File: src/rtl/pipe_front_regs.sv
// Front-end pipeline state of the 5-stage MIPS core: PC, IF/ID and ID/EX registers.
// The hazard unit's stall/flush controls and the D-stage next-PC redirect are applied cycle by cycle.
module pipe_front_regs #(
  parameter logic [31:0] RESET_PC  = 32'h0000_3000,
  parameter logic [31:0] NOP_INSTR = 32'h0000_0000,
  parameter int          CNT_W     = 32
) (
  input  logic             clk,
  input  logic             reset,
  input  logic             stallPC,
  input  logic             stallID,
  input  logic             flushEX,
  input  logic             npcSel,
  input  logic [31:0]      npc,
  input  logic [31:0]      instr_F,
  input  logic [31:0]      rsVal_D,
  input  logic [31:0]      rtVal_D,
  input  logic [31:0]      imm32_D,
  output logic [31:0]      pc_F,
  output logic [31:0]      instr_D,
  output logic [31:0]      pc_D,
  output logic             valid_D,
  output logic [31:0]      instr_E,
  output logic [31:0]      pc_E,
  output logic [31:0]      rsVal_E,
  output logic [31:0]      rtVal_E,
  output logic [31:0]      imm32_E,
  output logic             valid_E,
  output logic [CNT_W-1:0] stallCnt
);

  logic [31:0] pcNext;

  // A stalled PC ignores the redirect; the branch stays in D and resolves again.
  always_comb begin
    pcNext = pc_F + 32'd4;
    if (stallPC)     pcNext = pc_F;
    else if (npcSel) pcNext = npc;
  end

  always_ff @(posedge clk or negedge reset) begin
    if (!reset) pc_F <= RESET_PC;
    else        pc_F <= pcNext;
  end

  // IF/ID has no flush: the instruction behind a branch is its delay slot.
  always_ff @(posedge clk or negedge reset) begin
    if (!reset) begin
      instr_D <= NOP_INSTR;
      pc_D    <= 32'd0;
      valid_D <= 1'b0;
    end else if (!stallID) begin
      instr_D <= instr_F;
      pc_D    <= pc_F;
      valid_D <= 1'b1;
    end
  end

  // ID/EX never holds; a bubble still records pc_D for exception reporting.
  always_ff @(posedge clk or negedge reset) begin
    if (!reset) begin
      instr_E <= NOP_INSTR;
      pc_E    <= 32'd0;
      rsVal_E <= 32'd0;
      rtVal_E <= 32'd0;
      imm32_E <= 32'd0;
      valid_E <= 1'b0;
    end else if (flushEX) begin
      instr_E <= NOP_INSTR;
      pc_E    <= pc_D;
      rsVal_E <= 32'd0;
      rtVal_E <= 32'd0;
      imm32_E <= 32'd0;
      valid_E <= 1'b0;
    end else begin
      instr_E <= instr_D;
      pc_E    <= pc_D;
      rsVal_E <= rsVal_D;
      rtVal_E <= rtVal_D;
      imm32_E <= imm32_D;
      valid_E <= valid_D;
    end
  end

  // Debug count of bubble cycles, saturating at all-ones.
  always_ff @(posedge clk or negedge reset) begin
    if (!reset)                        stallCnt <= '0;
    else if (flushEX && !(&stallCnt))  stallCnt <= stallCnt + CNT_W'(1);
  end

endmodule

File: config.mk
export PLATFORM = sky130hd
export DESIGN_NAME = pipe_front_regs
export DESIGN_NICKNAME = d
export VERILOG_FILES = /design/src/rtl/pipe_front_regs.sv
export SDC_FILE = /design/constraint.sdc
export NUM_CORES = 1
export LEC_CHECK = 0
export CAP_MARGIN = 10
export CORE_ASPECT_RATIO = 1.5
export CORE_UTILIZATION = 30
export DETAILED_ROUTE_END_ITERATION = 12
export PLACE_DENSITY = 0.72
export SLEW_MARGIN = 20
export SYNTH_ARGS = -nofsm -noshare
export SYNTH_HDL_FRONTEND = slang
export SYNTH_SLANG_ARGS = --single-unit
export TNS_END_PERCENT = 10
File: constraint.sdc
create_clock -name clk -period 2.8 [get_ports clk]
set_clock_uncertainty 0.15 [all_clocks]
set_input_delay 0.7 -clock clk [delete_from_list [all_inputs] [get_ports clk]]
set_output_delay 0.7 -clock clk [all_outputs]
set_load 0.02 [all_outputs]
* Word level (Yosys, flattened, before mapping)
Cells that the tools add are included. Widths: inputs -> output; s select.
Storage, ports and cells: register bits after elaboration 290, input port bits 166, output and inout port bits 290, logic and storage cells 22
Operators by class: add/sub/neg operators 2, multiplexer cells 6, reductions and logical operators 3
Operator list (count):
- $mux 32 | 5
- $add 32x1->32 const B | 1
- $add 32x3->32 const B | 1
- $reduce_and 32->1 | 1
- $logic_and 1x1->1 | 1
- $logic_not 1->1 | 1
- $mux 1 | 1

* Logic depth before layout (Yosys ltp)
depth in word-level cells 3, mapped depth 7, mapped depth without buffers 6

* Least setup slack after synthesis
OpenSTA, ideal clock, no wires.
kind reg-to-reg, start point register pc_F[12], end point register pc_F[28], library setup time 0.124 ns, data arrival time 1.913 ns, required time 2.526 ns, slack 0.613 ns, cell stages (with the launch flop) 7, path buffers 1, period minus slack after synthesis 2.187 ns, cell sequence dfstp_2 -> buf_4 -> nand4_4 -> nor4_4 -> nand3_2 -> o32a_1 -> o31a_1
Between the ends: word-level cells in the longest chain between the ends 2
RTL lines:
- start, declared | line 19 | output logic [31:0] pc_F,
- start signal, assigned | line 43 | else pc_F <= pcNext;
- $add 32x3->32 | line 36 | pcNext = pc_F + 32'd4;
- $mux 32 | line 38 | else if (npcSel) pcNext = npc;
No other way between the ends. A chain may end at the register's enable or synchronous reset.

* Worst setup path in the final report
start point register pc_F[12], end point output pc_F[12]
No word-level cell between the ends.

==> reports/qor.yml <==
status: "finished, final reports clean"
synth_area_um2: 10700
crit_required_ps: 1950
cts_buffer_depth: 3
cts_setup_buffers: 0
hold_viol: 0
yosys_most_used_dff: "dfrtp_1"
grt_max_degree: 137
synth_warnings: 0
die_y_um: 234
core-area_um2: 35200
drt_wl_total_um: 32700
syn_nets: 990
final_layout_size_suffix_gt1_share_pct: 11.3
ys_seq_area_share_pct: 67.6
crit_end: "pc_F[12]"
tns_ps: 0
num-fill-cells: 3101
r2r_slack_ps: 480
period_needed_ps: 2690
grt_overflow: 0
max_slew_margin_pct: 59.6
critPathMaxFanout: 9
clkSinkCount: 290
diodes: 0
fin_total_pwr_w: 0.0113
syn_to_final_growth_pct: 58.3
netlist_instances: 822
htreeDepth: 1
clk_latency_ps: 560
rows: 84
slowest_delay_ps: 660
worst-path-buf-inv: 1
synth-edff-count: 0
start_util_pct: 30.5
io_pins: 456
final_nets: 1467
numPortBuffers: 455
async_reset_ff_share_pct: 100
synth.avg_cell_area_um2: 13.1
layout_commonest_cell: "clkdlybuf4s50_1"
grt_first_pass_wirelength_um: 48700
fin_crit_sh_pct: 96.2
critPathTopFamily: "buffers and inverters"
place_inst: 1740
crit_arrival_ps: 1840
yosys.cell_types.count: 58
worst_slew_pin_slew_ps: 606
wl_per_cell_um: 18.2
ys_ff_latch: 290
cellLeakagePower_nw: 7.05
r2r-start: "pc_F[12]$_DFFE_PN1N_"
die_w_um: 157
path_clk_slew_ps: 60
slowest_stage: "clkdlybuf4s50_1"
worst-path-stages: 1
routed_via_density: 4.61
grt_antenna_before_repair: 2
r2r_end: "pc_F[28]$_DFFE_PN0N_"
rsz0062_at_grt: "false"
hold_path_class: "flip-flop to flip-flop"
path_class: "flip-flop to output pin"
drtIter0Drc: 274
layout.cells.non_filler: 1793
cts_root_buf: "clkbuf_16"
layout_common_cells: "clkdlybuf4s50_1 (452), dfrtp_1 (288), nor2b_1 (131), mux2_2 (59), nand2_1 (35)"
startpoint: "pc_F[12]$_DFFE_PN1N_"
ant_nets: 0
dp_hpwl_um: 24600
hold_buffers: 1
slew_viol_final: 0
drv_cap: 0
critPathCaptureType: "output pin"
routabilityCongestion: 0.917
cp_cell_sequence: "clkdlybuf4s50_1"
reg2regPathDepth: 5
via_count: 8263
cts-resized-gates: 0
clock.fmax_mhz: 371
numCtsBuffers: 29
cts_tree: "done"
setup-violations-final: 0
grt_pass1_vias: 8568
ir_drop_v: 0.000621
drc: 0
startpoint_type: "flip-flop"
dieArea_um2: 36600
pwr_density_cell_nw_per_um2: 666
grt.total_usage_pct: 17.3
drtPass1Iterations: 5
==> routing by layer <==
metal	wire length (um)	up-vias	track usage, %
met5	22	-	0
met4	1170	4	7.38
met3	2710	75	4.75
met2	17600	374	32.9
met1	11200	4058	17.5
li1	-	3752	-
==> worst min-delay path by stage <==
| stage | from | to | slack [ps] | cells past startpoint |
|---|---|---|---|---|
| 3_5_place_dp | pc_D[15]$_DFFE_PN0N_ | pc_E[15]$_DFF_PN0_ | 240 | 0 |
| 6_report | pc_D[15]$_DFFE_PN0N_ | pc_E[15]$_DFF_PN0_ | 250 | 0 |
| 3_3_place_gp | pc_D[13]$_DFFE_PN0N_ | pc_E[13]$_DFF_PN0_ | 230 | 0 |
| 4_1_cts | pc_D[15]$_DFFE_PN0N_ | pc_E[15]$_DFF_PN0_ | 250 | 0 |
| 5_1_grt | pc_D[26]$_DFFE_PN0N_ | pc_E[26]$_DFF_PN0_ | 270 | 0 |
| 2_1_floorplan | reset | imm32_E[0]$_DFF_PN0_ | 250 | 0 |
==> flip-flops by register name, indices dropped and copies added (netlist names) <==
register and count:
valid_D 1, rsVal_E 32, imm32_E 32, pc_D 32, pc_F 32, pc_E 32, stallCnt 32, instr_E 32
valid_E 1, rtVal_E 32, instr_D 32
==> final cells by class <==
type	count	area, um2	share of cell area, %
flip-flops and latches	290	7260	42.7
clock inverters	10	138	0.809
multi-input cells	481	3290	19.3
clock buffers	42	835	4.91
repair buffers	484	4850	28.5
inverters	13	48.8	0.287
well taps	473	592	3.48
==> stage by stage <==
stage | hold slack, ps | setup slack (ps) | util [%] | instance area, um2
after global routing | 266 | 53.7 | 48.3 | 17000
after floorplan | 254 | 613 | - | 10700
after global placement | 231 | 271 | 45.5 | 16000
after CTS | 250 | 72.5 | 48.3 | 17000
after detailed placement | 236 | 253 | 45.5 | 16000
final | 248 | 105 | 48.3 | 17000
==> synthesized netlist by cell type, drive strengths merged (4+ instances only) <==
| cell | count | area, um2 |
|---|---|---|
| xnor2 | 22 | 193 |
| a32oi | 4 | 35.0 |
| and3 | 7 | 45.1 |
| nand4 | 18 | 140 |
| nor2b | 131 | 820 |
| a311oi | 5 | 43.8 |
| mux2 | 60 | 676 |
| clkbuf | 34 | 128 |
| buf | 4 | 21.3 |
| o21ai | 28 | 140 |
| xor2 | 6 | 52.6 |
| o22a | 5 | 43.8 |
| nor4 | 6 | 58.8 |
| inv | 13 | 48.8 |
| nand2 | 35 | 131 |
| nor3 | 23 | 125 |
| dfrtp | 288 | 7210 |
| a21oi | 21 | 105 |
| a22oi | 4 | 30.0 |
| nand3 | 31 | 173 |
| nor2 | 31 | 116 |
==> worst reg2reg max path, stage by stage (launching register included) <==
cell,delay [ps]
dfstp_2,640
nand4_4,150
nor4_4,590
nand3_2,200
o32a_1,370
o31a_1,100
==> cell families (layout without fill, tap and decap cells) <==
logic type / after synthesis / count (layout) / share of synthesized area (%)
adder cells (fa/ha/maj): 2 / 2 / 0.233
flip-flops: 290 / 290 / 67.6
multiplexers: 62 / 62 / 6.47
buffers and inverters: 51 / 549 / 1.84
AND/OR/NAND/NOR: 297 / 297 / 16.0
AO/OA/AOI/OAI: 92 / 92 / 5.61
XOR/XNOR: 28 / 28 / 2.28
==> where the power goes <==
part | leakage (nW) | switching (W) | internal (W)
clock | 0.472 | 0.00161 | 0.00234
combinational | 2.98 | 0.00119 | 0.00122
sequential | 3.59 | 0.000338 | 0.00462
total | 7.05 | 0.00314 | 0.00818
Power figures use the tool's default switching activity.
